--- src/rtl/gf2_mat_pkg.sv ---
// Shared constants, FSM state type and element-index helper for the GF(2) result collector.
package gf2_mat_pkg;

  localparam int N_DEF = 4;
  localparam int W_DEF = N_DEF * N_DEF;

  typedef enum logic {
    IDLE    = 1'b0,
    COLLECT = 1'b1
  } state_t;

  // Flat bit position of matrix element [i][j] in the row-major result word.
  function automatic int idx(input int i, input int j);
    return i * N_DEF + j;
  endfunction

endpackage

--- src/rtl/gf2_mat_collect_if.sv ---
// Serial product input plus parallel result output of the GF(2) collector.
// Optional m_parity signal present when COLLECT_PARITY_EN is defined.
interface gf2_mat_collect_if #(
  parameter int W = 16
);
  // Input stream has no back-pressure: a bit is taken on every edge with bit_valid=1.
  // Output follows valid/ready: m_data transfers on an edge where m_valid and m_ready
  // are both 1; once raised, m_valid and m_data hold until that transfer happens.
  logic         bit_in;
  logic         bit_valid;
  logic         frame_start;
  logic [W-1:0] m_data;
  logic         m_valid;
  logic         m_ready;
  logic         overflow;
  logic         sync_err;
`ifdef COLLECT_PARITY_EN
  logic         m_parity;

  modport master (
    output bit_in, bit_valid, frame_start, m_ready,
    input  m_data, m_valid, overflow, sync_err, m_parity
  );
  modport slave (
    input  bit_in, bit_valid, frame_start, m_ready,
    output m_data, m_valid, overflow, sync_err, m_parity
  );
`else
  modport master (
    output bit_in, bit_valid, frame_start, m_ready,
    input  m_data, m_valid, overflow, sync_err
  );
  modport slave (
    input  bit_in, bit_valid, frame_start, m_ready,
    output m_data, m_valid, overflow, sync_err
  );
`endif

endinterface

--- src/rtl/gf2_bit_shreg.sv ---
// W-bit capture register: a start clears the word and places the bit at index 0,
// a write places the bit at the given index.
module gf2_bit_shreg #(
  parameter int W  = 16,
  parameter int IW = $clog2(W)
) (
  input  logic          clk,
  input  logic          rst,
  input  logic          i_start,
  input  logic          i_we,
  input  logic [IW-1:0] i_idx,
  input  logic          i_bit,
  output logic [W-1:0]  o_q
);

  logic [W-1:0] r_q;

  always_ff @(posedge clk) begin
    if (rst) begin
      r_q <= '0;
    end else if (i_start) begin
      r_q <= {{(W-1){1'b0}}, i_bit};
    end else if (i_we) begin
      r_q[i_idx] <= i_bit;
    end
  end

  assign o_q = r_q;

endmodule

--- src/rtl/gf2_mat_collect.sv ---
// Assembles the bit-serial GF(2) product into an N*N-bit word behind a one-entry valid/ready output.
// Define COLLECT_PARITY_EN to add the registered m_parity output.
module gf2_mat_collect
  import gf2_mat_pkg::*;
#(
  parameter int N = N_DEF
) (
  input  logic               clk,
  input  logic               rst,
  gf2_mat_collect_if.slave   bus,
  output state_t             o_dbg_state
);

  localparam int W  = N * N;
  localparam int CW = $clog2(W + 1);
  localparam int IW = $clog2(W);

  state_t         r_state;
  state_t         w_state_nxt;
  logic [CW-1:0]  r_count;
  logic [CW-1:0]  w_count_nxt;
  logic           w_start;
  logic           w_we;
  logic           w_load;
  logic           w_ovf_nxt;
  logic           w_serr_nxt;
  logic [W-1:0]   w_q;
  logic [W-1:0]   w_full;
  logic [W-1:0]   r_m_data;
  logic           r_m_valid;
  logic           r_overflow;
  logic           r_sync_err;

  gf2_bit_shreg #(.W(W), .IW(IW)) u_shreg (
    .clk     (clk),
    .rst     (rst),
    .i_start (w_start),
    .i_we    (w_we),
    .i_idx   (r_count[IW-1:0]),
    .i_bit   (bus.bit_in),
    .o_q     (w_q)
  );

  // The last bit never reaches the capture register; it is merged here on completion.
  // Bit W-1 of w_q is always 0 because a start clears the register.
  assign w_full = w_q | ({{(W-1){1'b0}}, bus.bit_in} << (W - 1));

  always_comb begin
    w_state_nxt = r_state;
    w_count_nxt = r_count;
    w_start     = 1'b0;
    w_we        = 1'b0;
    w_load      = 1'b0;
    w_ovf_nxt   = 1'b0;
    w_serr_nxt  = 1'b0;
    case (r_state)
      IDLE: begin
        if (bus.bit_valid && bus.frame_start) begin
          w_start     = 1'b1;
          w_count_nxt = CW'(1);
          w_state_nxt = COLLECT;
        end
      end
      COLLECT: begin
        if (bus.bit_valid) begin
          if (bus.frame_start) begin
            // A restart wins over completion even when this was the frame's last bit.
            w_start     = 1'b1;
            w_serr_nxt  = 1'b1;
            w_count_nxt = CW'(1);
          end else if (r_count == CW'(W - 1)) begin
            w_count_nxt = '0;
            w_state_nxt = IDLE;
            if (!r_m_valid || bus.m_ready) begin
              w_load = 1'b1;
            end else begin
              w_ovf_nxt = 1'b1;
            end
          end else begin
            w_we        = 1'b1;
            w_count_nxt = r_count + CW'(1);
          end
        end
      end
      default: begin
        w_state_nxt = IDLE;
        w_count_nxt = '0;
      end
    endcase
  end

  always_ff @(posedge clk) begin
    if (rst) begin
      r_state    <= IDLE;
      r_count    <= '0;
      r_m_data   <= '0;
      r_m_valid  <= 1'b0;
      r_overflow <= 1'b0;
      r_sync_err <= 1'b0;
    end else begin
      r_state    <= w_state_nxt;
      r_count    <= w_count_nxt;
      r_overflow <= w_ovf_nxt;
      r_sync_err <= w_serr_nxt;
      if (w_load) begin
        r_m_data  <= w_full;
        r_m_valid <= 1'b1;
      end else if (bus.m_ready) begin
        r_m_valid <= 1'b0;
      end
    end
  end

`ifdef COLLECT_PARITY_EN
  logic r_m_parity;

  always_ff @(posedge clk) begin
    if (rst) begin
      r_m_parity <= 1'b0;
    end else if (w_load) begin
      r_m_parity <= ^w_full;
    end
  end

  assign bus.m_parity = r_m_parity;
`endif

  assign bus.m_data   = r_m_data;
  assign bus.m_valid  = r_m_valid;
  assign bus.overflow = r_overflow;
  assign bus.sync_err = r_sync_err;
  assign o_dbg_state  = r_state;

endmodule

--- src/flat_wrapper.sv ---
// flat-port wrapper written by rule: the top's interface ports become plain ports
module gf2_mat_collect_flat import gf2_mat_pkg::*;
#(
  parameter int N = N_DEF
)
  (clk, rst, o_dbg_state, bus_bit_in, bus_bit_valid, bus_frame_start, bus_m_ready, bus_m_data, bus_m_valid, bus_overflow, bus_sync_err);
  gf2_mat_collect_if #(.W((16))) bus_i ();
  input  logic clk;
  input  logic rst;
  output state_t o_dbg_state;
  input wire logic [$bits(bus_i.bit_in)-1:0] bus_bit_in;
  input wire logic [$bits(bus_i.bit_valid)-1:0] bus_bit_valid;
  input wire logic [$bits(bus_i.frame_start)-1:0] bus_frame_start;
  input wire logic [$bits(bus_i.m_ready)-1:0] bus_m_ready;
  output wire logic [$bits(bus_i.m_data)-1:0] bus_m_data;
  output wire logic [$bits(bus_i.m_valid)-1:0] bus_m_valid;
  output wire logic [$bits(bus_i.overflow)-1:0] bus_overflow;
  output wire logic [$bits(bus_i.sync_err)-1:0] bus_sync_err;
  assign bus_i.bit_in = bus_bit_in;
  assign bus_i.bit_valid = bus_bit_valid;
  assign bus_i.frame_start = bus_frame_start;
  assign bus_i.m_ready = bus_m_ready;
  assign bus_m_data = bus_i.m_data;
  assign bus_m_valid = bus_i.m_valid;
  assign bus_overflow = bus_i.overflow;
  assign bus_sync_err = bus_i.sync_err;
  gf2_mat_collect #(.N(N)) u_core (.clk(clk), .rst(rst), .bus(bus_i), .o_dbg_state(o_dbg_state));
endmodule
--- config.mk ---
export PLATFORM = sky130hd
export DESIGN_NAME = gf2_mat_collect_flat
export DESIGN_NICKNAME = d
export VERILOG_FILES = /design/src/rtl/gf2_mat_pkg.sv /design/src/rtl/gf2_mat_collect_if.sv /design/src/rtl/gf2_bit_shreg.sv /design/src/rtl/gf2_mat_collect.sv /design/src/flat_wrapper.sv
export SDC_FILE = /design/constraint.sdc
export NUM_CORES = 1
export LEC_CHECK = 0
export CAP_MARGIN = 40
export CORE_ASPECT_RATIO = 0.8
export CORE_MARGIN = 2
export CORE_UTILIZATION = 55
export CTS_BUF_LIST = sky130_fd_sc_hd__clkbuf_8
export CTS_CLUSTER_DIAMETER = 40
export DETAILED_ROUTE_END_ITERATION = 8
export HOLD_SLACK_MARGIN = 0.08
export PLACE_DENSITY_LB_ADDON = 0.3
export SLEW_MARGIN = 20
export SYNTH_ARGS = -nofsm -noshare
export SYNTH_HDL_FRONTEND = slang
export SYNTH_SLANG_ARGS = --single-unit
--- constraint.sdc ---
create_clock -name clk -period 2.8 [get_ports clk]
set_input_delay 0.42 -clock clk [delete_from_list [all_inputs] [get_ports clk]]
set_output_delay 0.42 -clock clk [all_outputs]
set_load 0.005 [all_outputs]
==> summary.md, run 1 <==
| Metric | Value |
|---|---|
| Status | finished clean |
| Final setup margin | 851.0 ps |
| Worst Skew | 8.082 ps |
| Row count | 18 |
| H-tree depth | 2 |
| Dpl hpwl | about 2900 um |
| Initial antenna violation count | 0 |
| DR vias/cell | approximately 6.2 |
| Final core occ | 0.6933 |
| Sw Ratio | 0.2189 |
| Routability Congestion | about 0.86 |
| Startpoint types | primary input |
| PortBufs | 25 |
| Share of the synthesized area in the top cell type | 0.4394 |
| Post-cts sizing count | 0 |
| Layout area overhead | 17.01% |
| Total grt overflow | 0 |
| VDD IR max | about 0.34 mV |
| Net Sw Power | roughly 0.00024 W |
| DRT Pass-1 Iters | 5 |
| Yosys warning count | 0 |
| Drt initial violations | 113 |
| Power per Cell Area | 507.9 nW/um2 |
| Ports | 26 |
| Synth unique cells | 34 |
| Crit path time final | 1949 ps |
| Die footprint | 3881 um2 |
| Post-CTS Setup Inserts | 0 |
| P_leak | 0.8152 nW |
| Critical Path RT | between 2000 and 3000 ps |
| Combinational Power Share | 0.052 |
| Crit path DAT | 2110 ps |
| Diodes inserted | 0 |
| Clock share of power | 0.416 |
| Clock tree buffer depth | 2 |
| Number of global-route vias before repair | between 1500 and 2000 |
| Routed Antenna Nets | 0 |
| Largest net degree at the start of global routing | 30 |
| Fin. max-slew vios | 0 |
| Int Power | 0.0008671 W |
| Seq pwr share | 0.532 |
| Hold Path Class | reg2reg |
| Initial Util | 0.5925 |
| DRC | 0 |
| WS Path Type | in2reg |
| Finished Layout Cells | approximately 260 |
| Dpl ws | approximately 580 ps |
| Yosys reg bits | 41 |
| Seq/Total Area, Yosys | 0.4394 |
| Die Width | 69.16 um |
| Global-route wire length before repair | 7051 um |
| Routed vias | 1606 |
| Relative slew slack | 0.5333 |
| Worst r2r path cells | 5 |
| Clock Pin Slew Worst Setup and Hold Paths | 70 ps |
| Top post-synthesis cells by area | dfxtp_1, mux2i_1, nand4_1 |
| RSZ-0062 raised after global routing | no |
| Final Hold Fails | 0 |
| Placeable Area | 3153 um2 |
| Die H | 56.13 um |
| CTS Sinks | 41 |
| Worst hold stages | 2 |
| Routed WL per cell | 16.57 um |
| # hold bufs at CTS | 0 |
| Crit-path max FO | 11 |
| CTS tree | yes |
| Max Fclk | between 500 and 600 MHz |
| Total GRT Usage | 0.2253 |
| Area leader, netlist | dfxtp_1 |
| Cells after Synth | 204 |
| Layout cells sized above 1 | 0.06335 |
| Most frequent cells in the layout | dfxtp_1, nand2_1, clkdlybuf4s50_1, nand4_1, mux2i_1 |
| Tcrit/Tclk final | 0.6961 |
| Final WL | between 4000 and 5000 um |
| Crit end category | flop |
| Design Power | about 0.0011 W |
| Clock buffer count from CTS | 5 |
| Worst Max-Slew Pin Slew | 700.0 ps |
| Final net count | about 230 |
| Commonest non-fill, non-tap cell in the layout | dfxtp_1 |
| Clock Latency Late Sink | 290 ps |
| Post-Synthesis Mean Instance Area | 9.157 um2 |
| Placed Instances | around 250 |
| Syn_nets | 214 |
| Root buffer cell | clkbuf_8 |
| Final setup fails | 0 |
| Max-cap viol count | 0 |
| Synth Cell Area | ~1900 um2 |
| Setup TNS | 0 ps |
cell usage after synthesis:
cell type / number
nor3_1: 2
a41oi_1: 1
and2_1: 2
a22oi_1: 1
o211ai_1: 1
nand4_1: 18
nor4bb_1: 1
clkbuf_1: 5
mux2i_1: 17
nand4b_1: 1
nand3b_1: 1
nand2_1: 25
a21oi_4: 1
and3b_1: 1
o21ai_0: 3
nand3_1: 10
nor3b_1: 1
a31oi_1: 3
or3_1: 2
buf_6: 4
buf_2: 8
and4b_1: 2
a21oi_1: 16
buf_4: 3
ha_1: 4
nor2_1: 3
o31ai_1: 14
xnor2_1: 1
clkbuf_2: 1
a211oi_1: 1
inv_1: 3
nand2b_1: 4
nor2b_1: 3
dfxtp_1: 41
area by class of cell:
cell class,instances,area [um2]
Inverter,3,11.26
Multi-Input combinational cell,139,904.6
Tap cell,40,50.05
Fill cell,237,967.2
Timing Repair Buffer,31,295.3
Clock buffer,5,68.82
Clock inverter,2,35.03
Sequential cell,41,820.8
logic make-up (layout without fill, tap and decap cells):
kind of cell	Yosys count	in the layout	share of synthesized area
compound gates	41	41	0.1427
xor+xnor	1	1	0.004689
fa+ha+maj	4	4	0.02679
buf+inv	24	41	0.07635
flops	41	41	0.4394
mux	17	17	0.09109
simple gates	76	76	0.2190
registers in the layout, indices dropped and copies added, names as in the netlist:
register / count
u_core.bus.overflow: 1
u_core.u_shreg.o_q: 16
u_core.o_dbg_state: 1
u_core.bus.m_valid: 1
u_core.bus.m_data: 16
u_core.bus.sync_err: 1
u_core.r_count: 5
metrics by stage:
stage | area (um2) | hold WS, ps
after floorplan | 1868 | 419.1
final | 2186 | 453.3
after CTS | 2178 | 453.9
after global placement | 2074 | 428.6
after detailed placement | 2074 | 443.6
after global routing | 2186 | 481.9
path summary, 6_finish.rpt:
check	end	slack, ps	from
worst max register to register	u_core.bus.m_data[6]	860	u_core.r_count[0]
worst min-delay path	u_core.r_count[4]	450	u_core.r_count[4]
worst max-delay path	u_core.bus.m_data[6]	850	bus_bit_valid
worst min register to register	u_core.r_count[4]	450	u_core.r_count[4]
power by group through the flow:
stage / logic, W / registers [W] / clock network [W]
3_5_place_dp: 0.0000565 / 0.000604 / 0
6_report: 0.0000577 / 0.000591 / 0.000462
3_3_place_gp: 0.0000539 / 0.000604 / 0
5_1_grt: 0.0000624 / 0.000591 / 0.000487
4_1_cts: 0.0000566 / 0.000591 / 0.000462
2_1_floorplan: 0.0000403 / 0.000602 / 0
metal layers:
metal / global-route usage / routed length (um)
met5: 0 / 0
met2: 0.3695 / 2048
met1: 0.2904 / 1982
met4: 0.08683 / 71
met3: 0.04891 / 224
critical path, stage by stage:
cell             delay [ps]
clkdlybuf4s50_1         710
nand3b_1                350
buf_4                   290
o31ai_1                 210
a21oi_1                 120
No activity file was read; power rests on OpenSTA's default activity.
==> run 2: changes to the inputs <==
- clock period: 2.8 -> 1.9 ns (I/O delays scaled with it)
==> run 2 against run 1 <==
Effect of this change:
- clock power up 77%
- register-to-register slack worse by 720 ps
- die area unchanged
- routed wire length down 4.8%
- first-iteration DRC count shrank 9.7%
- final area is 4.4% higher
- sequential power grew 47%
- critical endpoint is now u_core.bus.m_data[15]
==> summary.md, run 2 (synthesis results as in run 1) <==
| Metric | Value |
|---|---|
| Status | finished clean |
| DR vias/cell | 6.033 (-1.9%) |
| Final net count | 238 (+3.0%) |
| Layout area overhead | 22.10% |
| Relative slew slack | 0.5886 (+0.05531) |
| Worst r2r path cells | 4 (-1) |
| Initial Util | 0.5925 (unchanged) |
| Startpoint types | flop |
| Routed WL per cell | 15.31 um (-7.6%) |
| VDD IR max | 0.6657 mV (+94%) |
| Clock tree buffer depth | 2 (unchanged) |
| Fin. max-slew vios | 0 (unchanged) |
| Min-Delay Startpoint | u_core.u_shreg.o_q[2] |
| H-tree depth | 2 (unchanged) |
| Most frequent cells in the layout | dfxtp_1, nand2_1, clkdlybuf4s50_1, nand4_1, mux2i_1 |
| Worst Skew | 7.809 ps (-0.2727 ps) |
| Met3 usage | 0.07065 (+0.02174) |
| Number of global-route vias before repair | 1427 (-4.9%) |
| Diodes inserted | 0 (unchanged) |
| Final WL | 4118 um (-4.8%) |
| CTS tree | yes |
| Crit end category | flop |
| GR peak layer | met2 |
| Tcrit/Tclk final | 0.9263 |
| WS Path Type | reg2reg |
| Final setup fails | 0 (unchanged) |
| RSZ-0062 raised after global routing | no |
| Dpl hpwl | 2827 um (-2.1%) |
| Max Fclk | 568.2 MHz |
| CTS Sinks | 41 (unchanged) |
| Clock Latency Late Sink | 290 ps (about the same) |
| Worst hold path endpoint | u_core.u_shreg.o_q[2] |
| Initial antenna violation count | 0 (unchanged) |
| Post-CTS Setup Inserts | 0 (unchanged) |
| Crit path DAT | 1980 ps (-130 ps) |
| Final core occ | 0.7234 (+0.03016) |
| Minimum setup slack among reg-to-reg paths | 140 ps (-720 ps) |
| Post-cts sizing count | 0 (unchanged) |
| Drt initial violations | 102 (-9.7%) |
| Worst r2r dst | u_core.bus.m_data[15] |
| Crit-path max FO | 17 (+6) |
| Ports | 26 (unchanged) |
| Worst Max-Slew Pin Slew | 616.6 ps (-83.44 ps) |
| Die footprint | 3881 um2 (unchanged) |
| Largest net degree at the start of global routing | 30 (unchanged) |
| Setup TNS | 0 ps (unchanged) |
| Commonest non-fill, non-tap cell in the layout | dfxtp_1 |
| Global-route wire length before repair | 6713 um (-4.8%) |
| Worst hold stages | 2 (unchanged) |
| Critical Path RT | 2120 ps (-850 ps) |
| DRC | 0 (unchanged) |
| DRT Pass-1 Iters | 5 (unchanged) |
| Routed Antenna Nets | 0 (unchanged) |
| Placeable Area | 3153 um2 (unchanged) |
| P_leak | 0.8644 nW (+6.0%) |
| Launching point of the worst reg2reg path | u_core.r_count[1] |
| Die Width | 69.16 um (unchanged) |
| PortBufs | 25 (unchanged) |
| Crit path time final | 1760 ps |
| Power per Cell Area | 781.9 nW/um2 (+54%) |
| M1 GR Usage | 0.2873 (-0.003041) |
| Final Cell Area | 2281 um2 (+4.4%) |
| Routed vias | 1623 (+1.1%) |
| Met2 Resource Use GR | 0.3269 (-0.04258) |
| Clock buffer count from CTS | 5 (unchanged) |
| # hold bufs at CTS | 0 (unchanged) |
| Clock Pin Slew Worst Setup and Hold Paths | 80 ps (about the same) |
| Max-cap viol count | 0 (unchanged) |
| Die H | 56.13 um (unchanged) |
| Row count | 18 (unchanged) |
| Design Power | 0.001783 W (+61%) |
| Layout cells sized above 1 | 0.09607 (+0.03272) |
| Total GRT Usage | 0.2150 (-0.01030) |
| Root buffer cell | clkbuf_8 |
| Routability Congestion | 0.8609 (+0.54%) |
| Hold Path Class | reg2reg |
| Placed Area | 2147 um2 (+3.5%) |
| Total grt overflow | 0 (unchanged) |
| Final Hold Fails | 0 (unchanged) |
run 2: changes by cell type in the layout (fill, tap and decap cells not counted):
cell	before	now
buf_12	0	1
buf_4	6	12
bufinv_16	1	2
run 2: metal layers:
| layer | wire length [um] | part of all wire |
|---|---|---|
| met5 | 0 | 0 |
| met4 | 57 | 0.014 |
| met3 | 270 | 0.066 |
| met2 | 1888 | 0.46 |
| met1 | 1901 | 0.46 |
run 2: layout make-up:
| class | instances | area, um2 |
|---|---|---|
| Clock inverter | 3 | 65.06 |
| Sequential cell | 41 | 820.8 |
| Fill cell | 228 | 872.1 |
| Inverter | 3 | 11.26 |
| Tap cell | 40 | 50.05 |
| Clock buffer | 5 | 68.82 |
| Multi-Input combinational cell | 139 | 904.6 |
| Timing Repair Buffer | 38 | 360.3 |
run 2: critical path, stage by stage (launching register included):
cell	delay [ps]
dfxtp_1	400
ha_1	260
and4b_1	630
a31oi_1	180
a211oi_1	220
run 2: report_power, final:
| part | leakage [nW] | switching (W) | total (W) | internal, W |
|---|---|---|---|---|
| clock | 0.0681 | 0.000298 | 0.000819 | 0.000522 |
| combinational | 0.466 | 0.0000550 | 0.0000957 | 0.0000407 |
| sequential | 0.331 | 0.00000472 | 0.000868 | 0.000864 |
run 2: worst max path at each step:
stage / from / endpoint / cells past startpoint
final: u_core.r_count[1] / u_core.bus.m_data[15] / 4
after detailed placement: bus_bit_valid / u_core.u_shreg.o_q[13] / 5
after CTS: u_core.r_count[1] / u_core.bus.m_data[15] / 4
after global routing: u_core.r_count[1] / u_core.bus.m_data[15] / 4
after floorplan: u_core.r_count[0] / u_core.r_count[0] / 5
after global placement: bus_frame_start / u_core.bus.m_data[7] / 5
run 2: through the flow:
step                      std cells  setup WS, ps  hold WS (ps)
after global routing            269         65.59         481.3
after detailed placement        261         172.3         448.4
final                           269         140.1         465.5
after CTS                       269         151.1         469.2
after floorplan                 204         455.1         419.1
after global placement          261         196.9         436.7
